$ cat config.mk
export PLATFORM = sky130hd
export DESIGN_NAME = wb_arbiter
export DESIGN_NICKNAME = d
export VERILOG_FILES = /design/src/rtl/wb_arbiter.sv
export SDC_FILE = /design/constraint.sdc
export NUM_CORES = 1
export LEC_CHECK = 0
export ABC_AREA = 1
export CAP_MARGIN = 20
export CORE_MARGIN = 2
export CORE_UTILIZATION = 30
export DETAILED_ROUTE_END_ITERATION = 6
export PLACE_DENSITY_LB_ADDON = 0.08
export SETUP_SLACK_MARGIN = 0.5
export SYNTH_ARGS = -nofsm -noshare
export SYNTH_HDL_FRONTEND = slang
export SYNTH_SLANG_ARGS = --single-unit
$ cat constraint.sdc
create_clock -name clk -period 5.8 [get_ports clk]
set_clock_uncertainty 0.2 [all_clocks]
set_input_delay 0.58 -clock clk [delete_from_list [all_inputs] [get_ports clk]]
set_output_delay 0.58 -clock clk [all_outputs]
set_load 0.01 [all_outputs]
$ cat src/rtl/wb_arbiter.sv
// wb_arbiter: writeback arbiter merging ALU and long-latency results onto the regfile port, with busy scoreboard; define WB_FWD_EN for writeback-to-operand forwarding
module wb_arbiter #(
    parameter int XLEN   = 32,
    parameter int NREG   = 32,
    parameter int FDEPTH = 2
) (
    input  logic            clk,
    input  logic            rst,
    input  logic            alu_valid,
    input  logic [4:0]      alu_rd,
    input  logic [XLEN-1:0] alu_data,
    input  logic            lu_issue,
    input  logic [4:0]      lu_issue_rd,
    input  logic            lu_valid,
    output logic            lu_ready,
    input  logic [4:0]      lu_rd,
    input  logic [XLEN-1:0] lu_data,
    input  logic [4:0]      dec_rs1,
    input  logic [4:0]      dec_rs2,
    input  logic [4:0]      dec_rd,
    output logic            hazard,
    output logic [NREG-1:0] busy_vec,
    output logic            rf_wr_en,
    output logic [4:0]      rf_w1,
    output logic [XLEN-1:0] rf_data,
    input  logic [XLEN-1:0] rf_rout1,
    input  logic [XLEN-1:0] rf_rout2,
    output logic [XLEN-1:0] op1,
    output logic [XLEN-1:0] op2
);
    localparam int PW = $clog2(FDEPTH);
    localparam int CW = $clog2(FDEPTH + 1);

    logic [4:0]      q_rd   [FDEPTH];
    logic [XLEN-1:0] q_data [FDEPTH];
    logic [PW-1:0]   rd_ptr, wr_ptr;
    logic [CW-1:0]   count;
    logic            alu_win, push, pop;
    logic [NREG-1:0] busy_nxt;

    assign lu_ready = count != CW'(FDEPTH);

    // ALU wins the port unless it targets x0; x0 results from the lu side never enter the FIFO
    always_comb begin
        alu_win = alu_valid && alu_rd != 5'd0;
        pop     = !alu_win && count != '0;
        push    = lu_valid && lu_ready && lu_rd != 5'd0;
    end

    // FIFO pointers and occupancy; simultaneous push and pop keep count steady
    always_ff @(posedge clk) begin
        if (rst) begin
            rd_ptr <= '0;
            wr_ptr <= '0;
            count  <= '0;
        end else begin
            if (push) wr_ptr <= wr_ptr + 1'b1;
            if (pop) rd_ptr <= rd_ptr + 1'b1;
            count <= count + CW'(push) - CW'(pop);
        end
    end

    // FIFO storage, validity tracked by count so no reset is needed
    always_ff @(posedge clk) begin
        if (push) begin
            q_rd[wr_ptr]   <= lu_rd;
            q_data[wr_ptr] <= lu_data;
        end
    end

    // scoreboard update: clear on head writeback, then set on issue so a same-reg set wins
    always_comb begin
        busy_nxt = busy_vec;
        if (pop) busy_nxt[q_rd[rd_ptr]] = 1'b0;
        if (lu_issue && lu_issue_rd != 5'd0) busy_nxt[lu_issue_rd] = 1'b1;
    end

    // registered regfile write port and scoreboard
    always_ff @(posedge clk) begin
        if (rst) begin
            rf_wr_en <= 1'b0;
            rf_w1    <= '0;
            rf_data  <= '0;
            busy_vec <= '0;
        end else begin
            rf_wr_en <= alu_win || pop;
            rf_w1    <= alu_win ? alu_rd : pop ? q_rd[rd_ptr] : 5'd0;
            rf_data  <= alu_win ? alu_data : pop ? q_data[rd_ptr] : '0;
            busy_vec <= busy_nxt;
        end
    end

    assign hazard = (dec_rs1 != 5'd0 && busy_vec[dec_rs1]) ||
                    (dec_rs2 != 5'd0 && busy_vec[dec_rs2]) ||
                    (dec_rd != 5'd0 && busy_vec[dec_rd]);

`ifdef WB_FWD_EN
    assign op1 = (rf_wr_en && rf_w1 == dec_rs1 && dec_rs1 != 5'd0) ? rf_data : rf_rout1;
    assign op2 = (rf_wr_en && rf_w1 == dec_rs2 && dec_rs2 != 5'd0) ? rf_data : rf_rout2;
`else
    assign op1 = rf_rout1;
    assign op2 = rf_rout2;
`endif
endmodule

Yosys cells after proc, flatten, opt, wreduce, memory -nomap -nowiden
Memories as Yosys holds them, arrays and structs flattened. A register that Yosys moved wholly into a read port is not among the register bits.
Index checks and enable logic that the tools add are counted.
{"block": "op_classes", "n_addsub": 4, "n_mul": 0, "div_mod_pow": 0, "n_lt_le_gt_ge": 7, "eq_ne": 1, "n_shift": 0, "n_mux": 22, "bitwise": 3, "reduce_logical": 21}
{"operator": "$mux W32", "n": 4}
{"operator": "$and A32 B32 Y32", "n": 1}
{"operator": "$not A32 Y32", "n": 1}
{"operator": "$or A32 B32 Y32", "n": 1}
{"operator": "$lt A5 B6 Y1 const B", "n": 5}
{"operator": "$reduce_bool A5 Y1", "n": 6}
{"operator": "$bmux W1 S5", "n": 3}
{"operator": "$mux W1", "n": 11}
{"operator": "$demux W1 S5", "n": 2}
{"operator": "$ge A5 B1 Y1 const B", "n": 2}
{"operator": "$logic_and A1 B1 Y1", "n": 10}
{"operator": "$mux W5", "n": 2}
{"operator": "$logic_or A1 B1 Y1", "n": 3}
{"operator": "$add A1 B1 Y1 const B", "n": 2}
{"operator": "$add A2 B1 Y2", "n": 1}
{"operator": "$ne A2 B2 Y1 const B", "n": 1}
{"operator": "$reduce_bool A2 Y1", "n": 1}
{"operator": "$sub A2 B1 Y2", "n": 1}
{"operator": "$logic_not A1 Y1", "n": 1}
{"block": "word_totals", "regBits": 74, "latchBits": 0, "mem_bits_rw": 74, "rom_bits": 0, "output_inout_bits": 136, "elab_cells": 67, "n_memories": 2}
{"memory": "q_data", "words": 2, "width": 32, "read_ports": 1, "rd_ports_with_merged_regs": 1, "write_ports": 1, "line": "35", "source": "logic [XLEN-1:0] q_data [FDEPTH];"}
{"memory": "q_rd", "words": 2, "width": 5, "read_ports": 1, "rd_ports_with_merged_regs": 1, "write_ports": 1, "line": "34", "source": "logic [4:0] q_rd [FDEPTH];"}

Longest topological paths before layout
{"block": "logic_depth", "depth_word": 9, "ltp_mapped": 14}

Worst setup path after synthesis
OpenSTA, ideal clock, no wires.
{"block": "synth_timing", "path_kind": "input to register", "startpoint": "input port lu_valid", "endpoint": "memory q_data[1][0] (enable)", "setup_time_ns": 0.433, "t_arrival_ns": 2.506, "setup_slack_ns": 2.662, "cell_stages": 3, "path_buffers": 0, "cell_sequence": "a21boi_0 -> nand2_1 -> nor2_1"}
{"block": "synth_between", "elab_chain_cells": 4}
{"item": "start, declared", "line": "14", "source": "input logic lu_valid,"}
{"item": "$logic_and A1 B1 Y1 (2 in a row)", "line": "47", "source": "push = lu_valid && lu_ready && lu_rd != 5'd0;"}
{"item": "$mux W1", "line": "65", "source": "if (push) begin"}
{"item": "$mux W1 (implied by the code)", "line": "67", "source": "q_data[wr_ptr] <= lu_data;"}
{"item": "end, declared", "line": "35"}
No other way between the ends.

Worst setup path after layout
{"block": "layout_timing", "startpoint": "input port dec_rs1[0]", "endpoint": "output port hazard"}
{"block": "layout_between", "elab_chain_cells": 5}
{"item": "start, declared", "line": "18", "source": "input logic [4:0] dec_rs1,"}
{"item": "$bmux W1 S5", "line": "93", "source": "assign hazard = (dec_rs1 != 5'd0 && busy_vec[dec_rs1]) ||"}
{"item": "$mux W1 (implied by the code)", "line": "93"}
{"item": "$logic_and A1 B1 Y1 (*)", "line": "93"}
{"item": "$logic_or A1 B1 Y1 (*)", "line": "93"}
{"item": "$logic_or A1 B1 Y1 (*)", "line": "94", "source": "(dec_rs2 != 5'd0 && busy_vec[dec_rs2]) ||"}
{"item": "end, declared", "line": "21", "source": "output logic hazard,"}
Mark *: on every way between the ends. The rest lies on a longest branch, timed or not. The select of a mux whose other input is x is not followed.

==> out/results.txt <==
commonest cells after routing, fill and taps aside: 290 x nand2_1, 169 x clkdlybuf4s50_1, 75 x a21oi_1
vias per cell: 4.715
Crit. End Element: output pin
Netlist cell types: 29
Slowest-stage cell, CP: clkdlybuf4s50_1
Seq/Total Area, Yosys: 51.35%
# hold bufs at CTS: 0
post-layout minimum cycle time: 4.056 ns
Layout Utilization: 39.74%
clock sinks: 149
average cell area after synthesis: 8.411 µm²
RSZ-0062 raised after global routing: false
min-delay worst type: flip-flop to flip-flop
Post-Synthesis Cells: 862
Synth Flop Type: dfxtp_1
initial antenna violation count: 0
Ports: 299
CTS tree: yes
Max Cap Viol: 0
Clock transition at path regs: 0.07 ns
Placement Cell Area: 0.008782 mm²
Max Fanout on Critical Path: 17
Highest Clock Rate: 246.6 MHz
Pins Over Slew Limit: 0
worst r2r src: count[0]
status: finished clean
post-CTS sizing: 0
number of global-route vias before repair: 6176
Synth async-reset ratio: 0%
Final Routed Wirelength: 22.17 mm
Crit path top cell by count: nand2_1
Skew-Pair Late Insertion Delay: 0.41 ns
fill cell count: 2481
Post-synth EDFFs: 74
Remaining DRCs: 0
DRT iter0 DRCs: 380
Die Span Y: 159.5 µm
Yosys top cell area share: 30.65%
WHS Path Cells: 2
TritonRoute pass-1 iters: 5
Worst Path Required: 5.02 ns
share of post-route cells with drive strength above 1: 9.529%
row cnt: 56
PwrDens: 336.7 mW/mm²
fin crit share: 69.93%
setup_tns: 0 ns
Final GP Congestion: 0.8448
commonest non-fill, non-tap cell in the layout: nand2_1
Slew headroom: 29.49%
Reg2Reg Depth: 5
CP Launch Type: input pin
post-synth net total: 1027
final setup violating endpoints: 0
die area: 0.02543 mm²
Seq cells post-synth: 149
WP buf/inv: 4
VDD IR max: 195.8 µV
cell area after synthesis: 0.007251 mm²
wire per inst: 17.12 µm
gr usage total: 17.42%
standby leakage power: 3.561 nW
WP data arrival: 3.28 ns
Port Buf Inserts: 170
Hold Crit Start: rd_ptr
core area: 0.02361 mm²
reg-to-reg endpoint: q_data[1][6]
Num CTS Buffers: 17
post-CTS setup buffers: 0
clk buf depth: 2
critical path type: input pin to output pin
DRT antenna net count: 0
R2R Setup Slk: 3.26 ns
die width: 159.5 µm
largest net degree at the start of global routing: 76
first-pass GRT wire length: 34.49 mm
nets: 1128
CP max stage delay: 0.84 ns
Diodes inserted: 0
Hold Vio Cnt, Final: 0
Tightest Pin Transition: 1.050 ns
Synth area leader: edfxtp_1
cell family with the largest share of critical-path delay: buffers and inverters
Layout area overhead: 29.42%
synth top area cells: edfxtp_1 31%, dfxtp_1 21%, nand2_1 15%
GRT Residual Overflow: 0
critical path, cell by cell: clkdlybuf4s50_1, clkinv_1, nand2_1, nand3_1, nand2_1, nand2_1, nand2_1, inv_1, nand2_1, nand2_1, nand2_1, nor2_1, nand2_1, clkdlybuf4s50_1
Initial Util: 30.71%
Non-Filler Cell Area, Final: 0.009384 mm²
H-Tree Depth: 4
via count: 6106
Clock Tree Root: clkbuf_16
Synth warnings: 0
dpl hpwl: 15.45 mm
[worst max path at each step]
| stage | cells past startpoint | slack, ns | endpoint | start |
|---|---|---|---|---|
| 2_1_floorplan | 3 | 2.66 | q_data[1][0] | lu_valid |
| 3_3_place_gp | 14 | 1.79 | hazard | dec_rs1[0] |
| 3_5_place_dp | 14 | 1.79 | hazard | dec_rs1[0] |
| 4_1_cts | 14 | 1.77 | hazard | dec_rs1[0] |
| 5_1_grt | 14 | 1.49 | hazard | dec_rs1[0] |
| 6_report | 14 | 1.74 | hazard | dec_rs1[0] |
[stage by stage]
stage          setup WS, ns  power (mW)  hold slack (ns)  std cells
4_1_cts               1.768       3.212           0.2837       1295
2_1_floorplan         2.662       1.802           0.2622        862
6_report              1.744       3.159           0.2823       1295
3_3_place_gp          1.787       2.066           0.2673       1263
3_5_place_dp          1.785       2.063           0.2733       1263
5_1_grt               1.491       3.340           0.3113       1295
[tightest hold or removal path, stage by stage, from the launching register on]
cell and delay [ns]:
dfxtp_1 0.31, nand2_1 0.08, a21oi_1 0.06
[kinds of logic (layout without fill, tap and decap cells)]
logic type	count (synthesis)	count (layout)	synth area share (%)
mux	32	32	4.970
compound gates	113	113	8.318
fa+ha+maj	2	2	0.3451
buf+inv	165	279	12.48
simple gates	400	400	22.42
flops	149	149	51.35
xor+xnor	1	1	0.1208
[metal layers]
metal  wire, µm  global-route usage, %  share of wire (%)
met1       9577                  21.99                 43
met2      10370                  28.12                 47
met3       1780                  5.418                8.0
met4        440                  6.198                2.0
met5          0                      0                  0
[registers in the layout, indices dropped and copies added (netlist names), named ones only]
name,count
q_data,64
busy_vec,32
rf_data,32
q_rd,10
rf_w1,5
count,2
rd_ptr,1
rf_wr_en,1
wr_ptr,1
[cells in the mapped netlist (all sizes together) (2+ instances only)]
master	number
nand2	291
buf	79
a21oi	75
dfxtp	75
edfxtp	74
inv	66
nand3	65
mux2	32
o21ai	31
nor2	29
clkbuf	17
nor3	13
clkinv	3
o211ai	3
a31oi	2
ha	2
[where the power goes]
part / switching [mW] / total, mW / leakage (nW) / internal, mW
sequential: 0.0390 / 1.28 / 1.30 / 1.24
clock: 0.510 / 1.13 / 0.299 / 0.621
combinational: 0.439 / 0.745 / 1.96 / 0.306
total: 0.988 / 3.16 / 3.56 / 2.17
[area by class of cell]
type                    instances  area [µm²]  area share [%]
clock buffers                  17       425.4           4.533
multi-input cells             548        2638           28.11
inverters                      69       264.0           2.813
flip-flops and latches        149        3725           39.69
repair buffers                178        1757           18.72
clock inverters                15       176.4           1.880
well taps                     319       399.1           4.253
Power figures use the tool's default switching activity.
